**config.mk**
```make
export PLATFORM = sky130hd
export DESIGN_NAME = coin_acceptor
export DESIGN_NICKNAME = d
export VERILOG_FILES = /design/src/rtl/vm_pkg.sv /design/src/rtl/coin_debounce.sv /design/src/rtl/coin_acceptor.sv
export SDC_FILE = /design/constraint.sdc
export NUM_CORES = 1
export LEC_CHECK = 0
export CAP_MARGIN = 20
export CELL_PAD_IN_SITES_DETAIL_PLACEMENT = 0
export CELL_PAD_IN_SITES_GLOBAL_PLACEMENT = 1
export CORE_MARGIN = 8
export CORE_UTILIZATION = 40
export CTS_CLUSTER_SIZE = 8
export DETAILED_ROUTE_END_ITERATION = 12
export PLACE_DENSITY_LB_ADDON = 0.05
export SLEW_MARGIN = 20
export SYNTH_ARGS = -nofsm -noshare
export SYNTH_HDL_FRONTEND = slang
export SYNTH_HIERARCHICAL = 1
export SYNTH_SLANG_ARGS = --single-unit
```
**constraint.sdc**
```tcl
create_clock -name clk -period 2.4 [get_ports clk]
set_input_delay 0.48 -clock clk [delete_from_list [all_inputs] [get_ports clk]]
set_output_delay 0.48 -clock clk [all_outputs]
set_load 0.1 [all_outputs]
```
**src/rtl/vm_pkg.sv**
```systemverilog
// Shared vending-path definitions: coin codes seen on the vending FSM Inp bus
// and the state encoding of the coin emitter.
package vm_pkg;

    localparam logic [1:0] CODE_NONE  = 2'b00;
    localparam logic [1:0] CODE_ONE   = 2'b01;
    localparam logic [1:0] CODE_TWO   = 2'b10;
    localparam logic [1:0] CODE_THREE = 2'b11;

    typedef enum logic [1:0] {
        IDLE = 2'b00,
        EMIT = 2'b01,
        HOLD = 2'b10
    } emit_state_t;

endpackage

```
**src/rtl/coin_debounce.sv**
```systemverilog
// One coin-sensor channel: 2-FF synchronizer, debounce filter, rising-edge event
// and a saturating stable-high counter that flags a jammed sensor.
module coin_debounce #(
    parameter int DEBOUNCE_CYCLES = 4,
    parameter int JAM_CYCLES      = 1000
) (
    input  logic clk,
    input  logic reset,
    input  logic raw_i,
    output logic event_o,
    output logic stable_o,
    output logic jam_o
);
    localparam int DW = $clog2(DEBOUNCE_CYCLES + 1);
    localparam int JW = $clog2(JAM_CYCLES + 1);

    logic          sync1_q, sync2_q;
    logic          stable_q, stable_d;
    logic [DW-1:0] dcnt_q, dcnt_d;
    logic [JW-1:0] jcnt_q, jcnt_d;

    always_ff @(posedge clk or posedge reset) begin
        if (reset) begin
            sync1_q  <= 1'b0;
            sync2_q  <= 1'b0;
            stable_q <= 1'b0;
            dcnt_q   <= '0;
            jcnt_q   <= '0;
        end else begin
            sync1_q  <= raw_i;
            sync2_q  <= sync1_q;
            stable_q <= stable_d;
            dcnt_q   <= dcnt_d;
            jcnt_q   <= jcnt_d;
        end
    end

    always_comb begin
        stable_d = stable_q;
        dcnt_d   = dcnt_q;
        if (sync2_q == stable_q) begin
            dcnt_d = '0;
        end else if (dcnt_q == DW'(DEBOUNCE_CYCLES)) begin
            stable_d = sync2_q;
            dcnt_d   = '0;
        end else begin
            dcnt_d = dcnt_q + 1'b1;
        end
        // counts stable-high cycles including the one about to start; clears with stable
        jcnt_d = '0;
        if (stable_d) begin
            jcnt_d = (jcnt_q == JW'(JAM_CYCLES)) ? jcnt_q : jcnt_q + 1'b1;
        end
    end

    assign event_o  = stable_d & ~stable_q;
    assign stable_o = stable_q;
    assign jam_o    = (jcnt_q == JW'(JAM_CYCLES));

endmodule

```
**src/rtl/coin_acceptor.sv**
```systemverilog
// Coin acceptor front end: turns debounced coin events into one-cycle codes for
// the vending FSM, with holdoff spacing, jam gating, drop detection and a credit total.
module coin_acceptor import vm_pkg::*; #(
    parameter int DEBOUNCE_CYCLES = 4,
    parameter int JAM_CYCLES      = 1000,
    parameter int HOLDOFF_CYCLES  = 2,
    parameter int CNT_W           = 8
) (
    input  logic             clk,
    input  logic             reset,
    input  logic             coin_a_raw,
    input  logic             coin_b_raw,
    output logic [1:0]       coin_code,
    output logic             jam,
    output logic             drop_err,
    output logic [CNT_W-1:0] coin_total
);
    localparam int HW = $clog2(HOLDOFF_CYCLES + 1);

    logic ev_a, ev_b, stable_a, stable_b, jam_a, jam_b;
    logic take;
    emit_state_t      state_q, state_d;
    logic [HW-1:0]    hold_q, hold_d;
    logic             pend_a_q, pend_a_d, pend_b_q, pend_b_d;
    logic             drop_q, drop_d;
    logic [1:0]       code_q, code_d;
    logic [CNT_W-1:0] total_q, total_d;
    logic [CNT_W:0]   sum;

    coin_debounce #(.DEBOUNCE_CYCLES(DEBOUNCE_CYCLES), .JAM_CYCLES(JAM_CYCLES)) u_deb_a (
        .clk(clk), .reset(reset), .raw_i(coin_a_raw),
        .event_o(ev_a), .stable_o(stable_a), .jam_o(jam_a)
    );

    coin_debounce #(.DEBOUNCE_CYCLES(DEBOUNCE_CYCLES), .JAM_CYCLES(JAM_CYCLES)) u_deb_b (
        .clk(clk), .reset(reset), .raw_i(coin_b_raw),
        .event_o(ev_b), .stable_o(stable_b), .jam_o(jam_b)
    );

    assign jam  = (jam_a & stable_a) | (jam_b & stable_b);
    assign take = (state_q == IDLE) & (pend_a_q | pend_b_q) & ~jam;

    always_ff @(posedge clk or posedge reset) begin
        if (reset) begin
            state_q  <= IDLE;
            hold_q   <= '0;
            pend_a_q <= 1'b0;
            pend_b_q <= 1'b0;
            drop_q   <= 1'b0;
            code_q   <= CODE_NONE;
            total_q  <= '0;
        end else begin
            state_q  <= state_d;
            hold_q   <= hold_d;
            pend_a_q <= pend_a_d;
            pend_b_q <= pend_b_d;
            drop_q   <= drop_d;
            code_q   <= code_d;
            total_q  <= total_d;
        end
    end

    always_comb begin
        state_d = state_q;
        hold_d  = hold_q;
        case (state_q)
            IDLE: if (take) state_d = EMIT;
            EMIT: begin
                state_d = HOLD;
                hold_d  = HW'(HOLDOFF_CYCLES - 1);
            end
            HOLD: begin
                if (hold_q == '0) state_d = IDLE;
                else              hold_d  = hold_q - 1'b1;
            end
            default: state_d = IDLE;
        endcase
    end

    always_comb begin
        // a new event beats a same-cycle clear, so the pending bit survives
        pend_a_d = ev_a | (pend_a_q & ~take);
        pend_b_d = ev_b | (pend_b_q & ~take);
        drop_d   = (ev_a & pend_a_q & ~take) | (ev_b & pend_b_q & ~take);
        code_d   = take ? {pend_b_q, pend_a_q} : CODE_NONE;
        sum      = {1'b0, total_q} + {{(CNT_W-1){1'b0}}, code_q};
        total_d  = total_q;
        if (state_q == EMIT) total_d = sum[CNT_W] ? '1 : sum[CNT_W-1:0];
    end

    assign coin_code  = code_q;
    assign drop_err   = drop_q;
    assign coin_total = total_q;

endmodule
```
==> flow_metrics.tcl <==
set metrics [dict create \
    gp_congestion 0.7659 \
    hold_depth 0 \
    ios 16 \
    synthTopCellsByCount "dfrtp_1 (49), inv_1 (27), a21oi_1 (20), nor2_1 (12), o31ai_1 (12)" \
    p_sw_frac 0.3049 \
    r2r-start "coin_total[0]$_DFFE_PP0P_" \
    synth_top_family_by_area "simple AND/OR/NAND/NOR gates" \
    dieArea_um2 9016 \
    post-route-period-util 0.9590 \
    fin_area_um2 2859 \
    r2r_slack_ps 490 \
    crit_arrival_ps 1820 \
    ant_nets 0 \
    cts_buffer_depth 2 \
    fmax_ghz 0.4345 \
    fin_ws_ps 98.35 \
    cts_setup_buffers 0 \
    fin_tns_setup_ps 0 \
    wl_um 4687 \
    clkSinkCount 49 \
    chipHeight_um 94.96 \
    period_minus_slack_ps 2302 \
    synth_cell_types 44 \
    critPathMaxStageDelay_ps 430 \
    syn_inst 240 \
    slew_headroom 0.5128 \
    endpoint_kind "primary output" \
    place_ws_ps 434.0 \
    tightest_slew_ps 728.2 \
    finalPower_mw 2.253 \
    fin_nets 277 \
    crit_slowest_cell "dfrtp_1" \
    synth_top_area_frac 0.4917 \
    switching_power_mw 0.6869 \
    vias 1805 \
    crit_buf_inv 2 \
    ctsHtreeMaxLevel 2 \
    wl_per_cell_um 13.91 \
    antenna_found_initial 0 \
    synth.cell_area_um2 2494 \
    slew_viol_final 0 \
    clock_latency_ps 290 \
    path_delay_family "flip-flops" \
    hold_path_startpoint "u_deb_b/sync1_q$_DFF_PP0_" \
    cp.required_ps 1920 \
    yosys.area.top_type "dfrtp_1" \
    power.density_nw_per_um2 788.1 \
    io_buffers 15 \
    synth.mux.area_fraction 0.01405 \
    start_util 0.4162 \
    synth_edf_count 0 \
    ys_warn_count 6 \
    intPower_mw 1.566 \
    drv_cap 0 \
    synth.avg_cell_area_um2 10.39 \
    reg2reg_depth 6 \
    cts_buffers 5 \
    worst_clock_skew_ps 5.062 \
    ys_seq_area_frac 0.4917 \
    grt_pass1_wl_um 8300 \
    synthTopCellsByArea "dfrtp_1 (49%), ha_1 (5.5%), inv_1 (4.1%), a21oi_1 (4.0%), o31ai_1 (3.6%)" \
    grt_overflow 0 \
    p_clk_frac 0.302 \
    startpoint_type "flip-flop" \
    synth_most_common_cell "dfrtp_1" \
    dpl-instance-area_um2 2720 \
    p_comb_frac 0.234 \
    setup_violations 0 \
    crit_chain "inv_1, ha_1, nand4bb_1, nor3_1, a22o_1, buf_12" \
    ir_drop_uv 270.2 \
    clockRootBuffer "clkbuf_8" \
    hp-class "reg -> reg" \
    antenna_cells 0 \
    synth_ff_type "dfrtp_1" \
    num_rows 28 \
    status "complete, no violations" \
    finalHoldViolations 0 \
    drc 0 \
    seqPwrFrac 0.464 \
    timing.rr.end "coin_total[6]$_DFFE_PP0P_" \
    ys_ff_latch 49 \
    tritoncts "built" \
    synth_compound_area_frac 0.1495 \
    cp_max_fo 5 \
    synthXorXnorAreaFrac 0.02107 \
    synthArstFlopShare 1.000 \
    clk_pin_slew_ps 80 \
    dr.pass1.iters 4 \
    grt_setup_unrepaired "no" \
    die_w_um 94.96 \
    synth_adder_area_share 0.06322 \
    critPathKind "reg -> out" \
    viasPerCell 5.356 \
    core-area_um2 5991 \
    initialDrtViolationCount 73 \
    syn_nets 256 \
    grt_max_degree 18 \
    dpl.hpwl_um 3354 \
    leakage_nw 1.291 \
    synth-simple-area-share 0.2148 \
    grt.total_usage 0.1138 \
    area_delta_synth_final_pct 14.65 \
    drive_gt1_frac 0.1374 \
    min_to "u_deb_b/sync2_q$_DFF_PP0_" \
    grt_pass1_vias 1758 \
]
-- power by group through the flow --
stage	clock network (mW)	registers [mW]	logic [mW]
detailed placement	0	1.06	0.529
CTS	0.710	1.05	0.535
finish	0.680	1.05	0.528
global route	0.738	1.07	0.600
floorplan	0	1.07	0.379
global placement	0	1.06	0.530
-- registers in the layout (all words and copies together), names as in the netlist, 2 cells and up --
name            cells
u_deb_a/jcnt_q     10
u_deb_b/jcnt_q     10
coin_total          8
u_deb_a/dcnt_q      3
u_deb_b/dcnt_q      3
coin_code           2
hold_q              2
state_q             2
-- worst max-delay path by stage --
stage / start / to / slack (ps) / depth (start not counted)
after CTS: u_deb_a/jcnt_q[0]$_DFFE_PP0P_ / jam / 90 / 6
after detailed placement: u_deb_b/jcnt_q[0]$_DFFE_PP0P_ / jam / 430 / 6
final: u_deb_b/jcnt_q[0]$_DFFE_PP0P_ / jam / 100 / 6
after global placement: u_deb_a/jcnt_q[0]$_DFFE_PP0P_ / jam / 470 / 6
after floorplan: coin_total[0]$_DFFE_PP0P_ / coin_total[6]$_DFFE_PP0P_ / 140 / 6
after global routing: u_deb_b/jcnt_q[0]$_DFFE_PP0P_ / jam / 0.2 / 6
-- cell type report --
type,count,area (um2)
clock buffers,5,68.82
flip-flops and latches,49,1231
clock inverters,3,65.06
multi-input cells,162,1159
inverters,27,101.3
fillers,561,3132
well taps,75,93.84
repair buffers,16,140.1
-- cells by family (layout without fill, tap and decap cells) --
| family | Yosys count | count (layout) |
|---|---|---|
| mux | 3 | 3 |
| xor+xnor | 6 | 6 |
| simple gates | 84 | 84 |
| buf+inv | 29 | 51 |
| fa+ha+maj | 12 | 12 |
| flops | 49 | 49 |
| compound gates | 57 | 57 |
-- timing repair --
| item | in CTS | in global routing |
|---|---|---|
| hold buffers | 0 | 0 |
| gates resized for setup | 0 | 1 |
| endpoints found under the setup margin | 0 | 1 |
-- per-layer routing --
layer  share of wire  GRT usage
met5               0          0
met4           0.013    0.03901
met3           0.041    0.02460
met2            0.43     0.1756
met1            0.52     0.1538
-- through the flow --
| step | hold WS [ps] | utilization | instances |
|---|---|---|---|
| floorplan | 331.2 | - | 240 |
| CTS | 355.7 | 0.4764 | 337 |
| finish | 353.2 | 0.4772 | 337 |
| global placement | 332.7 | 0.4541 | 329 |
| detailed placement | 334.7 | 0.4541 | 329 |
| global route | 373.5 | 0.4772 | 337 |
-- cell usage in the layout (no fill, tap or decap), types with 5 or more instances in the layout --
| master | instances |
|---|---|
| buf_4 | 12 |
| o31ai_1 | 12 |
| inv_1 | 27 |
| or4_1 | 5 |
| dfrtp_1 | 45 |
| nand3_1 | 11 |
| o21ai_0 | 6 |
| nand4_1 | 8 |
| a21oi_1 | 20 |
| ha_1 | 11 |
| clkbuf_8 | 5 |
| nor2_1 | 12 |
| nand2_1 | 10 |
Note: power is estimated with default switching activity, not from simulation.
